### config.mk
export PLATFORM = sky130hd
export DESIGN_NAME = uart_rx_fifo_flat
export DESIGN_NICKNAME = d
export VERILOG_FILES = /design/src/rtl/uart_pkg.sv /design/src/rtl/uart_rx_fifo_if.sv /design/src/rtl/uart_sync_fifo.sv /design/src/rtl/uart_rx_fifo.sv /design/src/flat_wrapper.sv
export SDC_FILE = /design/constraint.sdc
export NUM_CORES = 1
export LEC_CHECK = 0
export CAP_MARGIN = 20
export CORE_MARGIN = 2
export CORE_UTILIZATION = 45
export CTS_CLUSTER_DIAMETER = 120
export DETAILED_ROUTE_END_ITERATION = 16
export GPL_TIMING_DRIVEN = 0
export PLACE_DENSITY_LB_ADDON = 0.3
export SYNTH_ARGS = -nofsm -noshare
export SYNTH_HDL_FRONTEND = slang
export SYNTH_SLANG_ARGS = --single-unit
### constraint.sdc
create_clock -name clk -period 3.1 [get_ports clk]
set_clock_uncertainty 0.2 [all_clocks]
set_input_delay 0.31 -clock clk [delete_from_list [all_inputs] [get_ports clk]]
set_output_delay 0.31 -clock clk [all_outputs]
set_load 0.05 [all_outputs]
### src/rtl/uart_pkg.sv
// Shared UART definitions used by the RX/TX paths and their buffers.
package uart_pkg;

  typedef enum logic [1:0] {
    NONE = 2'd0,
    ODD  = 2'd1,
    EVEN = 2'd2
  } parity_t;

  localparam int unsigned FRAME_BITS_MAX = 12;

  // Clock cycles per bit period.
  function automatic int unsigned clk_div(input int unsigned clk_freq,
                                          input int unsigned baud_rate);
    return clk_freq / baud_rate;
  endfunction

endpackage

### src/rtl/uart_rx_fifo_if.sv
// First-word-fall-through valid/ready stream from the RX buffer to its consumer.
interface uart_rx_fifo_if #(
  parameter int unsigned data_bits = 8
) ();
  import uart_pkg::*;

  logic [data_bits-1:0] m_data;
  logic                 m_parity_err;
  logic                 m_valid;
  logic                 m_ready;

  modport master (output m_data, output m_parity_err, output m_valid, input m_ready);
  modport slave  (input m_data, input m_parity_err, input m_valid, output m_ready);

endinterface

### src/rtl/uart_sync_fifo.sv
// Generic synchronous FIFO: storage, wrapping pointers and an occupancy counter.
module uart_sync_fifo
  import uart_pkg::*;
#(
  parameter int unsigned width = 9,
  parameter int unsigned depth = 16
) (
  input  logic                     clk,
  input  logic                     rst,
  input  logic                     wr,
  input  logic [width-1:0]         wr_data,
  input  logic                     rd,
  output logic [width-1:0]         rd_data,
  output logic [$clog2(depth):0]   level,
  output logic                     full,
  output logic                     empty
);

  localparam int unsigned PtrW = $clog2(depth);
  localparam int unsigned LvlW = PtrW + 1;

  logic [width-1:0] mem [depth];
  logic [PtrW-1:0]  wr_ptr_q, wr_ptr_d;
  logic [PtrW-1:0]  rd_ptr_q, rd_ptr_d;
  logic [LvlW-1:0]  level_q, level_d;
  logic             wr_ok, rd_ok;

  assign full  = (level_q == LvlW'(depth));
  assign empty = (level_q == '0);
  assign level = level_q;

  // A write while full still lands when the head leaves on the same edge.
  assign rd_ok = rd & ~empty;
  assign wr_ok = wr & (~full | rd_ok);

  always_comb begin
    wr_ptr_d = wr_ptr_q;
    rd_ptr_d = rd_ptr_q;
    level_d  = level_q;
    if (wr_ok) wr_ptr_d = wr_ptr_q + PtrW'(1);
    if (rd_ok) rd_ptr_d = rd_ptr_q + PtrW'(1);
    unique case ({wr_ok, rd_ok})
      2'b10:   level_d = level_q + LvlW'(1);
      2'b01:   level_d = level_q - LvlW'(1);
      default: level_d = level_q;
    endcase
  end

  always_ff @(posedge clk or negedge rst) begin
    if (!rst) begin
      wr_ptr_q <= '0;
      rd_ptr_q <= '0;
      level_q  <= '0;
    end else begin
      wr_ptr_q <= wr_ptr_d;
      rd_ptr_q <= rd_ptr_d;
      level_q  <= level_d;
    end
  end

  always_ff @(posedge clk) begin
    if (wr_ok) mem[wr_ptr_q] <= wr_data;
  end

  assign rd_data = mem[rd_ptr_q];

endmodule

### src/rtl/uart_rx_fifo.sv
// Receive buffer behind uart_rx: edge-captured writes, FWFT output, sticky overrun.
// Optional character-timeout interrupt enabled by UART_RX_FIFO_TIMEOUT_EN.
module uart_rx_fifo
  import uart_pkg::*;
#(
  parameter int unsigned data_bits     = 8,
  parameter int unsigned depth         = 16,
  parameter int unsigned clk_freq      = 50000000,
  parameter int unsigned baud_rate     = 19200,
  parameter int unsigned timeout_chars = 4
) (
  input  logic                   clk,
  input  logic                   rst,
  input  logic [data_bits-1:0]   rx_data_in,
  input  logic                   rx_data_vld,
  input  logic                   rx_parity_err,
  uart_rx_fifo_if.master         m,
  output logic [$clog2(depth):0] level,
  output logic                   full,
  output logic                   empty,
  output logic                   overrun,
  input  logic                   overrun_clr,
  output logic                   timeout_irq
);

  localparam int unsigned Limit = timeout_chars * 10 * clk_div(clk_freq, baud_rate);

  if (data_bits < 5 || data_bits > 9) begin : g_bad_width
    $error("data_bits out of range");
  end
  if (depth < 2 || (depth & (depth - 1)) != 0) begin : g_bad_depth
    $error("depth must be a power of two >= 2");
  end
  if (Limit == 0) begin : g_bad_limit
    $error("timeout limit evaluates to zero");
  end

  logic                 vld_q;
  logic                 wr, pop;
  logic                 overrun_q, overrun_d;
  logic [data_bits:0]   head;

  assign wr  = rx_data_vld & ~vld_q;
  assign pop = m.m_valid & m.m_ready;

  uart_sync_fifo #(
    .width (data_bits + 1),
    .depth (depth)
  ) u_fifo (
    .clk     (clk),
    .rst     (rst),
    .wr      (wr),
    .wr_data ({rx_parity_err, rx_data_in}),
    .rd      (pop),
    .rd_data (head),
    .level   (level),
    .full    (full),
    .empty   (empty)
  );

  assign m.m_valid      = ~empty;
  assign m.m_data       = head[data_bits-1:0];
  assign m.m_parity_err = head[data_bits];

  // Setting beats clearing so a drop coincident with a clear is never lost.
  always_comb begin
    overrun_d = overrun_q;
    if (overrun_clr) overrun_d = 1'b0;
    if (wr & full & ~pop) overrun_d = 1'b1;
  end

  always_ff @(posedge clk or negedge rst) begin
    if (!rst) begin
      vld_q     <= 1'b0;
      overrun_q <= 1'b0;
    end else begin
      vld_q     <= rx_data_vld;
      overrun_q <= overrun_d;
    end
  end

  assign overrun = overrun_q;

`ifdef UART_RX_FIFO_TIMEOUT_EN
  localparam int unsigned CntW = $clog2(Limit) + 1;

  logic [CntW-1:0] cnt_q, cnt_d;
  logic            irq_q;

  always_comb begin
    cnt_d = cnt_q;
    if (wr | pop | empty)           cnt_d = '0;
    else if (cnt_q != CntW'(Limit)) cnt_d = cnt_q + CntW'(1);
  end

  always_ff @(posedge clk or negedge rst) begin
    if (!rst) begin
      cnt_q <= '0;
      irq_q <= 1'b0;
    end else begin
      cnt_q <= cnt_d;
      irq_q <= (cnt_q == CntW'(Limit)) & ~empty;
    end
  end

  assign timeout_irq = irq_q;
`else
  assign timeout_irq = 1'b0;
`endif

endmodule

### src/flat_wrapper.sv
// flat-port wrapper written by rule: the top's interface ports become plain ports
module uart_rx_fifo_flat import uart_pkg::*;
#(
  parameter int unsigned data_bits     = 8,
  parameter int unsigned depth         = 16,
  parameter int unsigned clk_freq      = 50000000,
  parameter int unsigned baud_rate     = 19200,
  parameter int unsigned timeout_chars = 4
)
  (clk, rst, rx_data_in, rx_data_vld, rx_parity_err, level, full, empty, overrun, overrun_clr, timeout_irq, m_m_data, m_m_parity_err, m_m_valid, m_m_ready);
  uart_rx_fifo_if #(.data_bits(data_bits)) m_i ();
  input  logic clk;
  input  logic rst;
  input  logic [data_bits-1:0] rx_data_in;
  input  logic rx_data_vld;
  input  logic rx_parity_err;
  output logic [$clog2(depth):0] level;
  output logic full;
  output logic empty;
  output logic overrun;
  input  logic overrun_clr;
  output logic timeout_irq;
  output wire logic [$bits(m_i.m_data)-1:0] m_m_data;
  output wire logic [$bits(m_i.m_parity_err)-1:0] m_m_parity_err;
  output wire logic [$bits(m_i.m_valid)-1:0] m_m_valid;
  input wire logic [$bits(m_i.m_ready)-1:0] m_m_ready;
  assign m_m_data = m_i.m_data;
  assign m_m_parity_err = m_i.m_parity_err;
  assign m_m_valid = m_i.m_valid;
  assign m_i.m_ready = m_m_ready;
  uart_rx_fifo #(.data_bits(data_bits), .depth(depth), .clk_freq(clk_freq), .baud_rate(baud_rate), .timeout_chars(timeout_chars)) u_core (.clk(clk), .rst(rst), .rx_data_in(rx_data_in), .rx_data_vld(rx_data_vld), .rx_parity_err(rx_parity_err), .m(m_i), .level(level), .full(full), .empty(empty), .overrun(overrun), .overrun_clr(overrun_clr), .timeout_irq(timeout_irq));
endmodule
==> results.md, run 1 <==
* Result of the run: complete, no violations
* Met1 track demand over resource at 26.6%
* Minimum period implied by the final worst setup slack at between 3 and 4 ns
* Rows at 43
* Worst path arrival time at 2.52 ns
* Estimated wirelength of the detail-placed design at between 8000 and 9000 um
* Die span in y at roughly 120 um
* Total of flip-flops plus latches after synthesis at 159
* Tightest Pin Transition at around 0.91 ns
* Count of different cell masters after synthesis at 43
* Peak VDD IR at between 0.5 and 0.6 mV
* Max-capacitance violation count at 0
* Chip width at 124 um
* Hold Crit Class: in -> reg
* Number of inserted diodes at 0
* Via-to-Cell Ratio at 5.68
* Most common cell after layout, fill and taps aside: edfxtp_1
* Via count of the routed design at roughly 3300
* Largest buffer count on any clock path at 2
* Avg Cell Area, Syn at 18.9 um^2
* CTS tree: built
* Relative max-transition margin at between 30% and 40%
* Crit path required time at approximately 2.6 ns
* Final hold violations at 0
* Post-placement cell count at roughly 560
* Worst-skew pair later-pin latency at 0.42 ns
* GRT busiest layer: met2
* Number of clock sinks at between 150 and 200
* Maximum fanout count along the critical path at 10
* Endpoint of the worst hold-timing path: u_core.u_fifo.level[2]
* Most used flip-flop cell after synthesis: edfxtp_1
* Pwr/cell area at just under 1000 nW/um^2
* Maximum level of the CTS H-tree at 4
* Total number of yosys warnings at 0
* Met3 global-route usage at between 3 and 4%
* Total of endpoints with negative setup slack in the final report at 0
* Final worst-path cycle share at between 90% and 100%
* Fraction of synthesis flops using an asynchronous set or reset pin at a little under a tenth
* Startpoint of the worst register-to-register path: u_core.u_fifo.level[1]
* Type of the worst setup path: reg -> out
* Number of global-route vias before repair at between 3000 and 4000
* Area of the die at approximately 15000 um^2
* Cells after synthesis at between 300 and 400
* First DRT Iteration DRCs at approximately 490
* Inserted Clock Buffers at 17
* Part of the Yosys area used for sequential elements at 72.9%
* Number of nets still failing antenna checks after routing at 0
* Most frequent cells in the layout: edfxtp_1 (144), mux4_2 (36), clkdlybuf4s50_1 (20)
* Startpoint of the tightest hold check path: m_m_ready
* Maximum clock rate at 0.330 GHz
* Length in cells of the worst reg-to-reg path at 8
* Average wire per cell in the routed design at approximately 22 um
* Number of port buffers at 30
* Hold buffer count at CTS at 0
* Aggregate negative setup slack at 0 ns
* Clock root cell: clkbuf_16
* Number of I/O pins at 33
* Initial Utilization at about 46%
* Detailed Route WL at 13100 um
* Reg-to-reg setup timing slack at roughly 0.25 ns
* First-pass GRT wire length at around 20000 um
* Count of pins over their slew limit at 0
* Register clock-pin slew on the reported worst setup and hold paths at approximately 0.060 ns
* Met2 usage at around 30%
* Pin count of the biggest net entering global routing at 17
* Depth of the worst hold-timing path at 2
* Lkg Pwr at between 2 and 3 nW
* Tot GR Track Use at a little under a fifth
* Initial antenna violation count at 0
* Number of DRC violations after detailed routing at 0
* Cells along the critical path: clkbuf_1 -> mux4_2 -> a22oi_2 -> nand2_1 -> clkdlybuf4s15_2
* Standard cell core area at roughly 14000 um^2
* Endpoint of the most critical register-to-register path: u_core.u_fifo.level[4]
* Net count after synthesis at around 370
* Area growth from synthesis to layout at 18.4%
* Routability cong. at about 0.84
* Net count, final at about 420
* Slowest cell on the critical path: clkbuf_1
* Worst setup SP type: flop
* Largest incremental delay on the critical path at ~0.58 ns
* Count of flip-flops with a built-in enable after synthesis at approximately 140
* Remaining Overflow, GRT at 0
* DR pass1 iterations at 5
* Layout cell share with drive strength beyond 1 at 24.6%
* Fill cell total of the finished layout at approximately 1100
* Post-layout instance count excluding filler cells at roughly 590
* Synthesized cell area at roughly 6400 um^2
* Kind of capture point of the worst setup path: output port
-- Yosys cell counts (2+ instances only) --
library cell	count	area, um^2
edfxtp_1	144	4320
mux4_2	36	811
a22oi_1	19	143
nor2_1	19	71.3
nand2_1	18	67.6
dfrtp_1	15	375
inv_1	9	33.8
ha_1	8	100
xnor2_1	7	61.3
buf_2	5	25.0
clkbuf_1	5	18.8
nand2b_1	5	31.3
nor3_1	5	25.0
buf_1	4	15.0
o21ai_0	4	20.0
a21oi_1	3	15.0
mux2i_1	3	30.0
nand3_1	3	15.0
nor2b_1	3	18.8
a21o_1	2	15.0
buf_4	2	15.0
o22ai_1	2	12.5
-- stage by stage --
step | hold slack, ns | area (um^2) | util (%) | worst slack (ns) | power [mW]
after global placement | 0.322 | 6980 | 50.1 | -0.257 | 5.41
after detailed placement | 0.336 | 7000 | 50.3 | -0.173 | 5.46
after global routing | 0.0510 | 7640 | 54.8 | -0.00286 | 7.78
final | 0.0372 | 7640 | 54.8 | 0.0704 | 7.47
after floorplan | -0.186 | 6450 | - | 0.326 | 4.63
after CTS | 0.0138 | 7620 | 54.7 | 0.00846 | 7.47
-- sequential cells by signal, indices dropped and copies added, names as in the netlist --
| signal | flops |
|---|---|
| u_core.u_fifo.mem | 144 |
| u_core.u_fifo.level | 5 |
| u_core.u_fifo.rd_ptr_q | 4 |
| u_core.u_fifo.wr_ptr_q | 4 |
| u_core.overrun | 1 |
| u_core.vld_q | 1 |
-- repair_timing --
| action | 4_1_cts | 5_1_grt |
|---|---|---|
| gates resized for setup | 35 | 9 |
| buffers inserted | 0 | 0 |
| endpoints found under the setup margin | 9 | 8 |
| pin swaps | 0 | 1 |
-- report_power, final --
part | internal, mW | leakage [nW] | total [mW] | switching (mW)
clock network | 1.24 | 0.285 | 2.01 | 0.769
registers | 2.53 | 1.48 | 2.67 | 0.139
logic | 1.09 | 0.806 | 2.79 | 1.70
total | 4.86 | 2.57 | 7.47 | 2.61
-- area by class of cell --
cell class | count | area, um^2 | area share [%]
buffer | 17 | 100 | 1.31
clock buffer | 25 | 485 | 6.36
clock inverter | 7 | 85.1 | 1.11
inverter | 9 | 33.8 | 0.442
multi-input combinational | 157 | 1680 | 22.0
sequential | 159 | 4700 | 61.5
tap | 180 | 225 | 2.95
timing repair buffer | 33 | 330 | 4.32
-- metal layers --
metal / wire length, um / part of all wire, %
met5: 0 / 0
met4: 187 / 1.4
met3: 526 / 4.0
met2: 6460 / 49
met1: 5970 / 45
-- worst max-delay path: cells and delay by family (launching register included) --
kind,cells,cell delay [ns]
buf+inv,2,0.92
mux,1,0.43
flops,1,0.38
compound gates,1,0.27
simple gates,1,0.10
-- logic make-up after synthesis --
kind of cell / after synthesis / share of synthesized area (%)
AO/OA/AOI/OAI: 42 / 4.93
buffers and inverters: 26 / 1.75
flip-flops: 159 / 72.9
other: 1 / 0.0581
multiplexers: 40 / 13.2
AND/OR/NAND/NOR: 57 / 4.25
XOR/XNOR: 8 / 1.09
adder cells (fa/ha/maj): 9 / 1.86
-- how the worst max path moves through the flow --
stage	startpoint	endpoint
after global placement	rx_data_vld	u_core.u_fifo.mem[0][0]
after floorplan	u_core.u_fifo.level[1]	u_core.u_fifo.level[4]
after global routing	u_core.u_fifo.rd_ptr_q[1]	m_m_data[3]
final	u_core.u_fifo.rd_ptr_q[1]	m_m_data[3]
after detailed placement	u_core.u_fifo.rd_ptr_q[1]	m_m_data[2]
after CTS	u_core.u_fifo.rd_ptr_q[0]	m_m_data[1]
Power figures use the tool's default switching activity.
==> inputs of run 2 (changes only) <==
--- a/config.mk
+++ b/config.mk
@@ -8,6 +8,7 @@
 export CAP_MARGIN = 20
 export CORE_MARGIN = 2
 export CORE_UTILIZATION = 45
+export CTS_BUF_LIST = sky130_fd_sc_hd__clkbuf_4
 export CTS_CLUSTER_DIAMETER = 120
 export DETAILED_ROUTE_END_ITERATION = 16
 export GPL_TIMING_DRIVEN = 0
==> run 2 against run 1 <==
  * Non-clock buffer count rose by 3
  * Utilization fell by 2.3 points
  * Hold slack improved by 0.025 ns
  * Clock-buffer cell count fell by 3
  * Register-to-register slack got worse by 0.02 ns
  * Critical path type unchanged
==> results.md, run 2 (same netlist as run 1, synthesis figures left out) <==
* Result of the run: complete, no violations
* Flip-flop and latch area at 4700 um^2 (unchanged)
* Area growth from synthesis to layout at 13.4%
* Detailed Route WL at 12900 um (-1.6%)
* Standard cell core area at 13900 um^2 (unchanged)
* Startpoint of the worst register-to-register path: u_core.u_fifo.level[1]
* Minimum period implied by the final worst setup slack at 2.94 ns (-0.0894 ns)
* Via-to-Cell Ratio at 5.65 (-0.51%)
* Number of inserted diodes at 0 (unchanged)
* Initial antenna violation count at 0 (unchanged)
* Relative max-transition margin at 38.8% (-0.48 points)
* Number of DRC violations after detailed routing at 0 (unchanged)
* Final hold violations at 0 (unchanged)
* Worst setup SP type: flop
* Maximum fanout count along the critical path at 10 (unchanged)
* Crit path required time at 2.59 ns (about the same)
* Worst setup margin at 0.160 ns (+0.0894 ns)
* Tightest Pin Transition at 0.915 ns (+0.00721 ns)
* Maximum clock rate at 0.340 GHz (+3.0%)
* Rows at 43 (unchanged)
* Pin count of the biggest net entering global routing at 17 (unchanged)
* Number of nets still failing antenna checks after routing at 0 (unchanged)
* Estimated wirelength of the detail-placed design at 8460 um (unchanged)
* Most common cell after layout, fill and taps aside: edfxtp_1
* Startpoint of the tightest hold check path: rx_data_vld
* Lkg Pwr at 2.44 nW (-4.9%)
* Number of clock sinks at 159 (unchanged)
* Tot GR Track Use at 18.5% (-0.31 points)
* Endpoint of the most critical register-to-register path: u_core.u_fifo.level[4]
* Highest layer used for signal routing: met4
* Hold Crit Class: in -> reg
* Largest Register: u_core.u_fifo.mem
* DR pass1 iterations at 4 (-1)
* Type of the worst setup path: reg -> out
* Register clock-pin slew on the reported worst setup and hold paths at 0.12 ns (+0.06 ns)
* Chip width at 124 um (unchanged)
* Reg-to-reg setup timing slack at 0.23 ns (-0.02 ns)
* Clock root cell: clkbuf_4
* Number of I/O pins at 33 (unchanged)
* Depth of the worst hold-timing path at 1 (-1)
* Kind of capture point of the worst setup path: output port
* Peak VDD IR at 0.496 mV (-9.4%)
* Multi-input combinational cell area at 1680 um^2 (+0.30%)
* Net count, final at 420 (+0.72%)
* Number of flip-flops under the largest register name at 144 (unchanged)
* CTS tree: built
* Pre-CTS setup slack at -0.173 ns (unchanged)
* Remaining Overflow, GRT at 0 (unchanged)
* Hold slack final at 0.0623 ns (+0.0252 ns)
* Final worst-path cycle share at 94.8% (-2.9 points)
* Routability cong. at 0.842 (unchanged)
* First DRT Iteration DRCs at 388 (-21%)
* Total of endpoints with negative setup slack in the final report at 0 (unchanged)
* Sum of routed wire segments on met1 at 5740 um (-3.8%)
* Endpoint of the worst hold-timing path: u_core.vld_q
* Worst path arrival time at 2.43 ns (-0.09 ns)
* Layout cell share with drive strength beyond 1 at 25.6% (+1.0 points)
* Total length of routed met2 wires at 6360 um (-1.5%)
* Met3 Wirelength at 673 um (+28%)
* Count of pins over their slew limit at 0 (unchanged)
* Pwr/cell area at 898 nW/um^2 (-8.2%)
* Worst-skew pair later-pin latency at 0.54 ns (+0.12 ns)
* Inserted Clock Buffers at 17 (unchanged)
* Maximum level of the CTS H-tree at 4 (unchanged)
* Initial Utilization at 46.3% (unchanged)
* Via count of the routed design at 3336 (unchanged)
* Fill cell total of the finished layout at 1108 (+3.5%)
* Average wire per cell in the routed design at 21.9 um (-2.1%)
* Most frequent cells in the layout: edfxtp_1 (144), mux4_2 (36), clkbuf_4 (23)
* Number of port buffers at 30 (unchanged)
* Area of the die at 15300 um^2 (unchanged)
* Die span in y at 124 um (unchanged)
* Max-capacitance violation count at 0 (unchanged)
* Largest buffer count on any clock path at 2 (unchanged)
* Number of global-route vias before repair at 3303 (-0.96%)
* Length in cells of the worst reg-to-reg path at 8 (unchanged)
* First-pass GRT wire length at 19600 um (-1.6%)
## run 2: cell count changes in the layout (fill, tap and decap cells not counted), moves of 3 or more
cell	delta
clkbuf_4	+22
clkbuf_1	-6
clkdlybuf4s15_2	-8
clkinv_1	+3
dlygate4sd2_1	+3
clkbuf_8	-3
clkbuf_16	-17
buf_2	+9
## run 2: area by class of cell
cell class              count  area share [%]
clock inverters            10            1.32
multi-input cells         157            23.0
repair buffers             36            4.12
well taps                 180            3.08
inverters                   9           0.462
clock buffers              22            2.26
plain buffers              17            1.52
flip-flops and latches    159            64.2
## run 2: how the worst max path moves through the flow
stage | startpoint | endpoint | slack (ns) | depth (start not counted)
detailed placement | u_core.u_fifo.rd_ptr_q[1] | m_m_data[2] | -0.17 | 6
CTS | u_core.u_fifo.rd_ptr_q[0] | m_m_data[2] | -0.05 | 6
global placement | rx_data_vld | u_core.u_fifo.mem[0][0] | -0.26 | 5
floorplan | u_core.u_fifo.level[1] | u_core.u_fifo.level[4] | 0.33 | 8
finish | u_core.u_fifo.rd_ptr_q[0] | m_m_data[2] | 0.16 | 6
global route | u_core.u_fifo.rd_ptr_q[0] | m_m_data[3] | -0.004 | 6
## run 2: per-layer routing
metal	vias up	global-route usage [%]
met3	12	4.58
li1	1493	-
met1	1726	26.2
met2	105	28.8
met4	0	5.54
met5	-	0
## run 2: through the flow
step	std cells	util, %	instance area, um^2	total power [mW]	TNS, ns
floorplan	342	-	6450	4.63	0
global placement	552	50.1	6980	5.41	-8.83
detailed placement	555	50.3	7000	5.46	-0.895
CTS	589	52.5	7320	6.62	-0.0482
global route	590	52.5	7320	6.88	-0.00448
finish	590	52.5	7320	6.57	0
## run 2: where the power goes
| group | switching [mW] | internal (mW) |
|---|---|---|
| clock | 0.655 | 0.509 |
| sequential | 0.138 | 2.52 |
| combinational | 1.70 | 1.04 |
| total | 2.49 | 4.07 |
## run 2: worst max-delay path: stages, from the launching register on
cell	delay (ns)
dfrtp_1	0.43
buf_8	0.19
buf_8	0.19
mux4_2	0.53
a22oi_2	0.21
nand2_1	0.11
buf_2	0.22
## run 2: repair_timing
action,in CTS,in global routing
endpoints found under the setup margin,12,8
setup buffers,0,1
hold buffers,2,0
hold endpoints to repair,19,0
pin swaps,0,1
resized for setup,57,12
==> inputs of run 3 (changes only) <==
--- a/config.mk
+++ b/config.mk
@@ -13,6 +13,7 @@
 export DETAILED_ROUTE_END_ITERATION = 16
 export GPL_TIMING_DRIVEN = 0
 export PLACE_DENSITY_LB_ADDON = 0.3
+export SKIP_LAST_GASP = 1
 export SYNTH_ARGS = -nofsm -noshare
 export SYNTH_HDL_FRONTEND = slang
 export SYNTH_SLANG_ARGS = --single-unit
==> results of run 3 <==
The final DEF is identical to that of run 2; final timing and power are the same.
==> RTL change 1 (flow settings as in run 2) <==
Build with the macro `UART_RX_FIFO_TIMEOUT_EN` defined.
--- a/src/rtl/uart_rx_fifo.sv
+++ b/src/rtl/uart_rx_fifo.sv
@@ -2,2 +2,4 @@
 // Optional character-timeout interrupt enabled by UART_RX_FIFO_TIMEOUT_EN.
+`define UART_RX_FIFO_TIMEOUT_EN
+
 module uart_rx_fifo
Check against the original RTL: no difference found for any inputs over 10 cycles, from zero or initial values and one cycle with rst low; that may be too few to reach the edited logic, so the function may still have changed.
==> RTL change 1 against run 2 <==
  * Wire length up 12%
  * Area after synthesis up 13%
  * Power up 4.3%
  * First-iteration DRC count down 0.26%
  * Die area up 13%
  * Highest routed layer unchanged
  * Utilization down 0.49 points
  * Count of clock-buffer cells in the layout down 2
  * Worst setup slack worse by 0.080 ns
  * Cell area up 13%
  * Sequential cell count up 19
==> RTL change 1: results (changes against run 2) <==
POST_SYNTHESIS_MEAN_INSTANCE_AREA_UM2=18.5  # was 18.9 um^2
SYNTH.TOP_CELLS.BY_COUNT='edfxtp_1, mux4_2, dfrtp_1'  # was edfxtp_1, mux4_2, a22oi_1, nor2_1, nand2_1
FRACTION_OF_AREA_IN_REGISTERS_PCT=62.6  # was 64.2%
GRT_PASS1_WL_UM=22500  # was 19600 um
POST_ROUTE_CELLS_DRIVE_ABOVE_1_SHARE_PCT=23.2  # was 25.6%
VIA_COUNT=3776  # was 3336
CLKBUF_COUNT=20  # was 22
TOTALWIRELENGTH_UM=14500  # was 12900 um
LEAKAGEPOWER_nW=2.80  # was 2.44 nW
FIRST_GLOBAL_VIAS=3864  # was 3303
FIN_CELLS=681  # was 590
SYN-NUM-NETS=418  # was 365
OUTCOME='finished clean'  # unchanged
DETAILEDROUTE.FIRSTPASSITERATIONCOUNT=5  # was 4
DR.FIRST_ITER.DRC_COUNT=387  # was 388
FF2FF_SETUP_SLACK_NS=0.38  # was 0.23 ns
TIMING.FINAL.CRIT_SHARE_PCT=97.4  # was 94.8%
N_FILL_CELL=1304  # was 1108
HOLD_SLACK_NS=0.116  # was 0.0623 ns
SYNTH_COMPOUND_GATE_AREA_SHARE_PCT=2.11  # was 4.93%
MET2ROUTEDLENGTH_UM=7260  # was 6360 um
TIMING.HOLD.WORST_PATH_DEPTH=2  # was 1
LAYOUT-AREA-OVERHEAD-VS-SYNTH_PCT=13.1  # was 13.4%
POWER.INTERNAL_mW=4.41  # was 4.07 mW
PLACEMENT.CELL_AREA_UM2=7890  # was 7000 um^2
ASYNC_RESET_FF_SHARE_PCT=19.1  # was 9.43%
RTL change 1: changes by cell type after synthesis, sizes merged, moves of 4 or more:
cell | before | now
a22oi | 19 | 0
and2 | 1 | 14
and4 | 0 | 6
buf | 11 | 6
dfrtp | 15 | 34
mux4 | 36 | 45
nand2b | 5 | 1
nand4 | 1 | 5
or3 | 0 | 4
xnor2 | 7 | 15
xor2 | 1 | 10
RTL change 1: what timing repair did:
| item | CTS | global route |
|---|---|---|
| cloned | 0 | 0 |
| setup endpoints to repair | 10 | 46 |
| setup buffers | 4 | 0 |
| hold buffers | 2 | 0 |
| hold endpoints to repair | 35 | 0 |
| resized for setup | 72 | 21 |
RTL change 1: per-layer routing:
layer / global-route usage (%) / vias up
met5: 0 / -
met1: 24.4 / 1951
met3: 4.40 / 16
li1: - / 1672
met4: 5.74 / 0
met2: 28.6 / 137
RTL change 1: worst max-delay path: cells and delay by family, from the launching register on:
family	cells	cell delay (ns)
muxes	2	1.02
DFF	1	0.44
buffers and inverters	3	0.49
==> RTL change 2 (settings of run 2) <==
Made on the original files. Register the output `level`, cleared by the reset; this adds one clock of latency there. The other outputs are not delayed to match.
--- a/src/rtl/uart_rx_fifo.sv
+++ b/src/rtl/uart_rx_fifo.sv
@@ -26,2 +26,4 @@
   localparam int unsigned Limit = timeout_chars * 10 * clk_div(clk_freq, baud_rate);
+
+  logic [$clog2(depth):0] level_c;
 
@@ -55,3 +57,3 @@
     .rd_data (head),
-    .level   (level),
+    .level   (level_c),
     .full    (full),
@@ -110,2 +112,10 @@
 
+  always_ff @(posedge clk or negedge rst) begin
+    if (!rst) begin
+      level <= '0;
+    end else begin
+      level <= level_c;
+    end
+  end
+
 endmodule
Function: changed (Yosys sat finds a counterexample within 4 cycles, from zero or initial values and one cycle with rst low).
==> RTL change 2 against run 2 <==
  * Count of clock-buffer cells in the layout is 5 lower
  * Non-clock buffer count is 1 lower
  * Power is 3.4% higher
  * Die area is 1.9% higher
  * Wire length is 1.3% higher
  * Sequential cell count is 5 higher
  * Clock power is 9% higher
  * Cell area is 2.2% higher
  * Area after synthesis is 1.9% higher
  * Worst setup slack worse by 0.059 ns
  * Global-route usage is 0.68 points lower
==> RTL change 2: results (changes against run 2) <==
TOTAL_SWITCHING_POWER_mW=2.57  # was 2.49 mW
FF2FF_SETUP_SLACK_NS=0.24
PORT_BUF_INSERTS=30  # unchanged
WORST_HOLD_PATH_TYPE='in -> async'  # was in -> reg
GRT_PASS1_WL_UM=20200  # was 19600 um
DR.FIRST_ITER.DRC_COUNT=291  # was 388
DETAILEDROUTE.FIRSTPASSITERATIONCOUNT=5  # was 4
POST_ROUTE_CELLS_DRIVE_ABOVE_1_SHARE_PCT=24.9  # was 25.6%
N_FILL_CELL=1179  # was 1108
ASYNC_RESET_FF_SHARE_PCT=12.2  # was 9.43%
MAX-VDD-IR-DROP_mV=0.417  # was 0.496 mV
CP_DATA_ARRIVAL_TIME_NS=2.49  # was 2.43 ns
ROUTED_VIA_DENSITY=5.66  # was 5.65
PLACEMENT.CELL_AREA_UM2=7130  # was 7000 um^2
CLOCK_GROUP_SHARE_OF_TOTAL_POWER_PCT=18.6  # was 17.7%
FIN_NETS=424  # was 420
AREA_CONTRIBUTORS_POST_SYNTH='edfxtp_1, mux4_2, dfrtp_1'  # unchanged
HPWL_UM=8500  # was 8460 um
GROUTE.LAYER.MET2.USAGE_PCT=28.7  # was 28.8%
TRITONCTS.NUM_BUFFERS=17  # unchanged
GLOBAL_ROUTING_MET1_RESOURCE_UTILIZATION_PCT=23.7  # was 26.2%
GLOBALPLACE.CONGESTION=0.835  # was 0.842
OUTCOME='finished clean'  # unchanged
MET1_LENGTH_UM=5570  # was 5740 um
MAXIMUM_NUMBER_OF_PINS_ON_ONE_NET_BEFORE_GLOBAL_ROUTE_REPAIR=21  # was 17
HOLD_SLACK_NS=0.0563  # was 0.0623 ns
YOSYSSEQAREASHARE_PCT=73.4  # was 72.9%
MET2ROUTEDLENGTH_UM=6570  # was 6360 um
LARGESTREGISTERS='u_core.u_fifo.mem: 144 flops, u_core.level: 5 flops, u_core.u_fifo.level: 5 flops'
FIRST_GLOBAL_VIAS=3495  # was 3303
INSERTION_DELAY_NS=0.56  # was 0.54 ns
MET3WIRELENGTH_UM=701  # was 673 um
REG2REGPATHDEPTH=5  # was 8
SYN-NUM-NETS=370  # was 365
GR-USAGE-MET3_PCT=4.30  # was 4.58%
REGISTER_AREA_UM2=4820  # was 4700 um^2
SYNTH.TOP_CELLS.BY_COUNT='edfxtp_1, mux4_2, dfrtp_1'  # was edfxtp_1, mux4_2, a22oi_1, nor2_1, nand2_1
GRT_UTIL_ALL_LAYERS_PCT=17.9  # was 18.5%
TIMING_WORST_SLEW_PIN_VALUE_NS=0.965  # was 0.915 ns
SEQUENTIALPOWERSHARE_PCT=40.6  # was 40.5%
CTS_ROOT_BUFFER='clkbuf_4'  # unchanged
ROUTED_WIRE_LENGTH_PER_INSTANCE_UM=21.9  # about the same
## RTL change 2: cell count changes after synthesis
cell / change
dfrtp_1: +5
## RTL change 2: metrics by stage
step           instances  worst slack (ns)  power [mW]
2_1_floorplan        347             0.540        4.73
3_3_place_gp         561            -0.235        5.50
3_5_place_dp         563            -0.206        5.57
4_1_cts              597           -0.0838        6.80
5_1_grt              598           -0.0267        7.10
6_report             598             0.101        6.79
## RTL change 2: kinds of logic after synthesis
group / share of synthesized area, %
compound gates: 4.83
xor+xnor: 1.07
fa+ha+maj: 1.83
buf+inv: 1.71
flops: 73.4
mux: 13.0
other cells: 0.0570
simple gates: 4.17
## RTL change 2: worst max-delay path, cell delays in order (launching register included)
cell and delay (ns):
dfrtp_1 0.44, buf_12 0.17, buf_8 0.18, mux4_2 0.53
a22oi_1 0.25, nand2_1 0.12, buf_2 0.23
## RTL change 2: layout make-up
cell class	count	share of cell area (%)
clock buffer	17	1.71
multi-input combinational	157	22.4
buffer	17	1.64
sequential	164	64.5
clock inverter	15	2.18
inverter	9	0.452
timing repair buffer	35	3.97
tap	184	3.08
## RTL change 2: what timing repair did
| item | CTS | global route |
|---|---|---|
| setup buffers | 0 | 1 |
| hold endpoints to repair | 6 | 0 |
| pin swaps | 0 | 1 |
| endpoints found under the setup margin | 12 | 8 |
| gates resized for setup | 60 | 12 |
| hold buffers | 2 | 0 |
| gates cloned | 0 | 0 |
## RTL change 2: worst paths after layout
check                                           from                       to
min in group clk                         overrun_clr           u_core.overrun
setup / recovery           u_core.u_fifo.rd_ptr_q[0]              m_m_data[3]
max in group asynchronous                        rst   u_core.u_fifo.level[1]
hold reg to reg               u_core.u_fifo.level[4]          u_core.level[4]
setup reg to reg              u_core.u_fifo.level[2]  u_core.u_fifo.mem[3][0]
hold / removal                                   rst           u_core.overrun
